`src/rtl/spi_rx_byte_fifo_pkg.sv`:
```
// Shared constants and helpers for the single-clock SPI receive byte FIFO.
package spi_pkg;

  localparam int SPI_DSIZE  = 8;
  localparam int FIFO_DEPTH = 8;
  localparam int FIFO_AW    = 3;

  // Chip select is active-low: capture is enabled only while spi_cs equals this.
  localparam logic CS_ACTIVE = 1'b0;

  // What the FIFO does in a given cycle, encoded as {write, read}.
  typedef enum logic [1:0] {
    FIFO_IDLE = 2'b00,
    FIFO_POP  = 2'b01,
    FIFO_PUSH = 2'b10,
    FIFO_BOTH = 2'b11
  } fifo_op_e;

  function automatic fifo_op_e fifo_op(input logic wr, input logic rd);
    return fifo_op_e'({wr, rd});
  endfunction

endpackage

```
`src/rtl/spi_rx_byte_fifo_if.sv`:
```
// Receive-side bundle: receiver strobe/byte in, consumer valid/ready stream out.
// The master modport is the FIFO block; the slave modport is its environment.
interface spi_rx_byte_fifo_if
  import spi_pkg::*;
#(
  parameter int DSIZE = SPI_DSIZE,
  parameter int AW    = FIFO_AW
) ();

  logic             spi_cs;
  logic             control_clk_miso;
  logic [DSIZE-1:0] spi_miso_out;
  logic [DSIZE-1:0] rx_data;
  logic             rx_valid;
  logic             rx_ready;
  logic [AW:0]      rx_count;
  logic             rx_full;
  logic             rx_overflow;
  logic             ovf_clr;

  modport master (
    input  spi_cs, control_clk_miso, spi_miso_out, rx_ready, ovf_clr,
    output rx_data, rx_valid, rx_count, rx_full, rx_overflow
  );

  modport slave (
    output spi_cs, control_clk_miso, spi_miso_out, rx_ready, ovf_clr,
    input  rx_data, rx_valid, rx_count, rx_full, rx_overflow
  );

endinterface

```
`src/rtl/spi_rx_byte_fifo_fifo.sv`:
```
// Small synchronous first-word-fall-through FIFO. Full/empty are derived from
// the occupancy counter so the pointers can simply wrap.
module spi_sync_fifo
  import spi_pkg::*;
#(
  parameter int DSIZE = SPI_DSIZE,
  parameter int DEPTH = FIFO_DEPTH,
  parameter int AW    = FIFO_AW
) (
  input  logic             clk,
  input  logic             n_reset,
  input  logic             wr_en_i,
  input  logic [DSIZE-1:0] wr_data_i,
  input  logic             rd_en_i,
  output logic [DSIZE-1:0] rd_data_o,
  output logic [AW:0]      count_o,
  output logic             full_o,
  output logic             empty_o
);

  localparam logic [AW:0]   FULL_COUNT = (AW+1)'(DEPTH);
  localparam logic [AW-1:0] PTR_ONE    = AW'(1);
  localparam logic [AW:0]   CNT_ONE    = (AW+1)'(1);

  logic [DSIZE-1:0] mem_q [DEPTH];
  logic [AW-1:0]    wr_ptr_q, wr_ptr_d;
  logic [AW-1:0]    rd_ptr_q, rd_ptr_d;
  logic [AW:0]      count_q, count_d;
  logic             wr_ok;
  logic             rd_ok;

  assign full_o  = (count_q == FULL_COUNT);
  assign empty_o = (count_q == '0);
  assign count_o = count_q;

  // A read can only happen with data present; a write into a full FIFO is
  // only allowed when a read frees the head slot in the same cycle.
  assign rd_ok = rd_en_i & ~empty_o;
  assign wr_ok = wr_en_i & (~full_o | rd_ok);

  assign rd_data_o = empty_o ? '0 : mem_q[rd_ptr_q];

  // Pointer and occupancy next-state from this cycle's read/write combination.
  always_comb begin
    wr_ptr_d = wr_ptr_q;
    rd_ptr_d = rd_ptr_q;
    count_d  = count_q;
    case (fifo_op(wr_ok, rd_ok))
      FIFO_PUSH: begin
        wr_ptr_d = wr_ptr_q + PTR_ONE;
        count_d  = count_q + CNT_ONE;
      end
      FIFO_POP: begin
        rd_ptr_d = rd_ptr_q + PTR_ONE;
        count_d  = count_q - CNT_ONE;
      end
      FIFO_BOTH: begin
        wr_ptr_d = wr_ptr_q + PTR_ONE;
        rd_ptr_d = rd_ptr_q + PTR_ONE;
      end
      FIFO_IDLE: begin
      end
    endcase
  end

  // Pointer/count registers with synchronous active-low reset.
  always_ff @(posedge clk) begin
    if (!n_reset) begin
      wr_ptr_q <= '0;
      rd_ptr_q <= '0;
      count_q  <= '0;
    end else begin
      wr_ptr_q <= wr_ptr_d;
      rd_ptr_q <= rd_ptr_d;
      count_q  <= count_d;
    end
  end

  // Storage is never reset; stale entries are hidden by the occupancy count.
  always_ff @(posedge clk) begin
    if (wr_ok) begin
      mem_q[wr_ptr_q] <= wr_data_i;
    end
  end

endmodule

```
`src/rtl/spi_rx_byte_fifo.sv`:
```
// Receive-path byte buffer in the spi_clk domain: detects rising edges of the
// receiver's byte strobe, captures the byte into a FIFO, and hands bytes to the
// consumer over valid/ready with a sticky overflow flag.
module spi_rx_byte_fifo
  import spi_pkg::*;
#(
  parameter int DSIZE = SPI_DSIZE,
  parameter int DEPTH = FIFO_DEPTH,
  parameter int AW    = FIFO_AW
) (
  input  logic                 spi_clk,
  input  logic                 n_reset,
  spi_rx_byte_fifo_if.master   bus
);

  logic t1_q, t1_d;
  logic ovf_q, ovf_d;
  logic rise;
  logic push;
  logic pop;
  logic drop;
  logic fifo_full;
  logic fifo_empty;

  // A rise is a high strobe that was low at the previous edge, so at most one
  // byte can be accepted every two cycles.
  assign rise = bus.control_clk_miso & ~t1_q;
  assign push = rise & (bus.spi_cs == CS_ACTIVE);
  assign pop  = ~fifo_empty & bus.rx_ready;
  assign drop = push & fifo_full & ~pop;

  assign bus.rx_valid    = ~fifo_empty;
  assign bus.rx_full     = fifo_full;
  assign bus.rx_overflow = ovf_q;

  // Strobe history and overflow flag next-state; a fresh drop beats a clear.
  always_comb begin
    t1_d  = bus.control_clk_miso;
    ovf_d = ovf_q;
    if (drop) begin
      ovf_d = 1'b1;
    end else if (bus.ovf_clr) begin
      ovf_d = 1'b0;
    end
  end

  // Strobe history and overflow registers with synchronous active-low reset.
  always_ff @(posedge spi_clk) begin
    if (!n_reset) begin
      t1_q  <= 1'b0;
      ovf_q <= 1'b0;
    end else begin
      t1_q  <= t1_d;
      ovf_q <= ovf_d;
    end
  end

  spi_sync_fifo #(
    .DSIZE (DSIZE),
    .DEPTH (DEPTH),
    .AW    (AW)
  ) u_fifo (
    .clk       (spi_clk),
    .n_reset   (n_reset),
    .wr_en_i   (push),
    .wr_data_i (bus.spi_miso_out),
    .rd_en_i   (pop),
    .rd_data_o (bus.rx_data),
    .count_o   (bus.rx_count),
    .full_o    (fifo_full),
    .empty_o   (fifo_empty)
  );

endmodule

```
`src/flat_wrapper.sv`:
```
// flat-port wrapper written by rule: the top's interface ports become plain ports
module spi_rx_byte_fifo_flat import spi_pkg::*;
#(
  parameter int DSIZE = SPI_DSIZE,
  parameter int DEPTH = FIFO_DEPTH,
  parameter int AW    = FIFO_AW
)
  (spi_clk, n_reset, bus_spi_cs, bus_control_clk_miso, bus_spi_miso_out, bus_rx_ready, bus_ovf_clr, bus_rx_data, bus_rx_valid, bus_rx_count, bus_rx_full, bus_rx_overflow);
  spi_rx_byte_fifo_if #(.DSIZE(DSIZE), .AW(AW)) bus_i ();
  input  logic spi_clk;
  input  logic n_reset;
  input wire logic [$bits(bus_i.spi_cs)-1:0] bus_spi_cs;
  input wire logic [$bits(bus_i.control_clk_miso)-1:0] bus_control_clk_miso;
  input wire logic [$bits(bus_i.spi_miso_out)-1:0] bus_spi_miso_out;
  input wire logic [$bits(bus_i.rx_ready)-1:0] bus_rx_ready;
  input wire logic [$bits(bus_i.ovf_clr)-1:0] bus_ovf_clr;
  output wire logic [$bits(bus_i.rx_data)-1:0] bus_rx_data;
  output wire logic [$bits(bus_i.rx_valid)-1:0] bus_rx_valid;
  output wire logic [$bits(bus_i.rx_count)-1:0] bus_rx_count;
  output wire logic [$bits(bus_i.rx_full)-1:0] bus_rx_full;
  output wire logic [$bits(bus_i.rx_overflow)-1:0] bus_rx_overflow;
  assign bus_i.spi_cs = bus_spi_cs;
  assign bus_i.control_clk_miso = bus_control_clk_miso;
  assign bus_i.spi_miso_out = bus_spi_miso_out;
  assign bus_i.rx_ready = bus_rx_ready;
  assign bus_i.ovf_clr = bus_ovf_clr;
  assign bus_rx_data = bus_i.rx_data;
  assign bus_rx_valid = bus_i.rx_valid;
  assign bus_rx_count = bus_i.rx_count;
  assign bus_rx_full = bus_i.rx_full;
  assign bus_rx_overflow = bus_i.rx_overflow;
  spi_rx_byte_fifo #(.DSIZE(DSIZE), .DEPTH(DEPTH), .AW(AW)) u_core (.spi_clk(spi_clk), .n_reset(n_reset), .bus(bus_i));
endmodule
```
`config.mk`:
```
export PLATFORM = sky130hd
export DESIGN_NAME = spi_rx_byte_fifo_flat
export DESIGN_NICKNAME = d
export VERILOG_FILES = /design/src/rtl/spi_rx_byte_fifo_pkg.sv /design/src/rtl/spi_rx_byte_fifo_if.sv /design/src/rtl/spi_rx_byte_fifo_fifo.sv /design/src/rtl/spi_rx_byte_fifo.sv /design/src/flat_wrapper.sv
export SDC_FILE = /design/constraint.sdc
export NUM_CORES = 1
export LEC_CHECK = 0
export CAP_MARGIN = 20
export CELL_PAD_IN_SITES_DETAIL_PLACEMENT = 2
export CELL_PAD_IN_SITES_GLOBAL_PLACEMENT = 2
export CORE_UTILIZATION = 44
export CTS_BUF_LIST = sky130_fd_sc_hd__clkbuf_4
export DETAILED_ROUTE_END_ITERATION = 12
export PLACE_DENSITY_LB_ADDON = 0.1
export SLEW_MARGIN = 5
export SYNTH_ARGS = -nofsm -noshare
export SYNTH_HDL_FRONTEND = slang
export SYNTH_HIERARCHICAL = 1
export SYNTH_SLANG_ARGS = --single-unit
```
`constraint.sdc`:
```
create_clock -name spi_clk -period 3.69 [get_ports spi_clk]
set_clock_uncertainty 0.1 [all_clocks]
set_input_delay 0.738 -clock spi_clk [delete_from_list [all_inputs] [get_ports spi_clk]]
set_output_delay 0.738 -clock spi_clk [all_outputs]
set_load 0.005 [all_outputs]
```
==> results.ini, run 1 <==
[critical_path]
cp.required_ps = 2850
critPathKind = flop to primary output
endpoint_kind = primary output
ff2ff_path_depth = 12
cp.arrival_ps = 2400
worstPathMaxFanout = 11
start_kind = flop

[clock_network]
cts_setup_buffers = 0
cts_root_buf = clkbuf_4
cts_made_buffers = 9
cts_max_path_buffers = 2
cts_tree = done
cts_sinks = 79
clk_pin_slew_ps = 130
htree_num_levels = 3
cts-resized-gates = 0
clock_latency_ps = 430
hold_buffers = 0

[synth]
yosysSeqAreaShare = 0.6768
ys_top_cells_by_count = 64 x edfxtp_1, 22 x nor2_1, 16 x mux4_2
synth_compound_area_frac = 0.03544
syn-num-nets = 215
synth-edff-count = 64
syn_avg_cell_area_um2 = 16.75
synth_top_area_frac = 0.5854
syn_inst = 196
synth_mux_area_frac = 0.1402
synth_top_family_by_area = multiplexers
synth_seq_cells = 79
synthTopCellsByArea = edfxtp_1 59%, mux4_2 11%, dfxtp_1 9.1%
synthAdderAreaFrac = 0.02134
synth.cell_area_um2 = 3283
ys.flop_type = edfxtp_1
yosysTopAreaCell = edfxtp_1
async_flop_share = 0
yosysMostFrequentCell = edfxtp_1
synthSimpleGateAreaFrac = 0.08575
synth_warnings = 6
synth_xor_area_frac = 0.01867
synth_cell_type_count = 39

[global_routing]
grt_overflow = 0
track_usage = 0.2458
grt_pass1_vias = 2122
grt_max_degree = 14
grt_antenna_before_repair = 0
grt_pass1_wl_um = 13030

[detailed_routing]
wl_per_cell_um = 24.39
drc = 2
via_per_inst = 5.542
dr.pass1.iters = 8
wirelength_um = 8463
via_count = 1923
initialDrtViolationCount = 69
ant_nets = 0

[finish]
num_antenna_cells = 0
layout-drive-gt1-share = 0.2258
multi_input_comb_area_um2 = 989.7
fillerInstances = 682
syn2layout_area_growth_pct = 19.09
instances_no_fill = 347
seqCellArea_um2 = 2222
fin_area_um2 = 3910
nets = 262

[placed_design]
dpl_cell_area_um2 = 3774
dp_cells = 331
post-place-ws_ps = 431.8
placement.io_buffers = 28
gp_congestion = 0.8300
hpwl_um = 5765

[run_status]
violations = DRC
status = finished, violations left

[timing]
finalCritPeriodShare = 0.8773
slew_violations = 0
tightest_slew_ps = 628.4
finalHoldViolations = 0
maxSlewHeadroom = 0.5792
setup_violations = 0
rsz0062_at_grt = no
min_period_ps = 3237
worst_slack_ps = 452.9
max_freq_mhz = 308.9
setup_tns_ps = 0

[hold_path]
hold_class = flop to flop
holdPathStages = 2

[die]
dieHeight_um = 88.38
placementRows = 31
die_x_um = 88.38
core_area_um2 = 7214
start_util = 0.4551
num_io_pins = 29
dieArea_um2 = 7811

[power_and_ir_drop]
irDropWorstVdd_mv = 0.4593
leakage_nw = 1.319
finalPower_w = 0.002338
power.density_nw_per_um2 = 597.9

[run]
max_cap_viol_count = 0

==> final timing paths <==
| path | end | startpoint | slack (ps) |
|---|---|---|---|
| setup / recovery | bus_rx_data[4] | flop | 450 |
| hold / removal | u_core/u_fifo/rd_ptr_q[1]$_SDFFE_PN0N_ | u_core/u_fifo/rd_ptr_q[1]$_SDFFE_PN0N_ | 490 |
| setup reg to reg | u_core/u_fifo/count_o[3]$_SDFFE_PN0P_ | u_core/u_fifo/count_o[3]$_SDFFE_PN0P_ | 580 |
| hold reg to reg | u_core/u_fifo/rd_ptr_q[1]$_SDFFE_PN0N_ | u_core/u_fifo/rd_ptr_q[1]$_SDFFE_PN0N_ | 490 |
==> final cells by class <==
class	count	area share
Sequential cell	79	0.5683
Multi-Input combinational cell	101	0.2531
Tap cell	99	0.03168
Timing Repair Buffer	46	0.1062
Clock buffer	10	0.01920
Clock inverter	6	0.01568
Inverter	6	0.005760
==> critical path, stage by stage, from the launching register on <==
cell,delay (ps)
dfxtp_1,710
buf_4,270
mux4_2,300
mux2i_1,150
nor2_1,60
clkdlybuf4s50_1,460
==> logic make-up after synthesis <==
family          after synthesis
mux                          26
compound gates               12
xor+xnor                      7
buf+inv                      16
simple gates                 51
flops                        79
fa+ha+maj                     5
==> through the flow <==
step / util / hold slack (ps)
3_5_place_dp: 0.5231 / 461.0
5_1_grt: 0.5420 / 528.2
4_1_cts: 0.5420 / 496.5
3_3_place_gp: 0.5231 / 416.7
2_1_floorplan: - / 384.7
6_report: 0.5420 / 490.3
==> state kept, by name (all words and copies together) (netlist names), named ones only <==
register	cells
u_core/u_fifo/mem_q	64
u_core/u_fifo/count_o	4
u_core/u_fifo/rd_ptr_q	3
u_core/u_fifo/wr_ptr_q	3
u_core/bus.rx_overflow	1
u_core/t1_q	1
==> where the power goes <==
| part | internal, W | switching, W |
|---|---|---|
| combinational | 0.000389 | 0.000362 |
| sequential | 0.00100 | 0.0000698 |
| clock | 0.000212 | 0.000302 |
| total | 0.00160 | 0.000734 |
==> cells in the final DEF, fill, tap and decap left out, types with 4 or more instances in the layout <==
| master | netlist | routed |
|---|---|---|
| clkdlybuf4s50_1 | 0 | 28 |
| edfxtp_1 | 64 | 64 |
| xor2_1 | 4 | 4 |
| inv_1 | 6 | 6 |
| nor3_1 | 5 | 5 |
| ha_1 | 4 | 4 |
| mux2i_1 | 10 | 10 |
| nand2b_1 | 4 | 4 |
| dfxtp_1 | 15 | 15 |
| clkbuf_4 | 0 | 10 |
| nor2_1 | 22 | 22 |
| mux4_2 | 16 | 16 |
| buf_4 | 1 | 18 |
==> layer usage <==
layer / wire [um] / up-vias / GRT usage
met3: 285 / 25 / 0.04291
met1: 3576 / 999 / 0.3094
met2: 4268 / 49 / 0.4014
met5: 0 / - / 0
met4: 332 / 0 / 0.1452
li1: - / 850 / -
(Power assumes the default switching activity.)
==> inputs of run 2 (changes only) <==
- HOLD_SLACK_MARGIN: default -> 0.02
==> results of run 2 <==
Same layout as run 1: the final DEF is identical, and so are final timing and power.
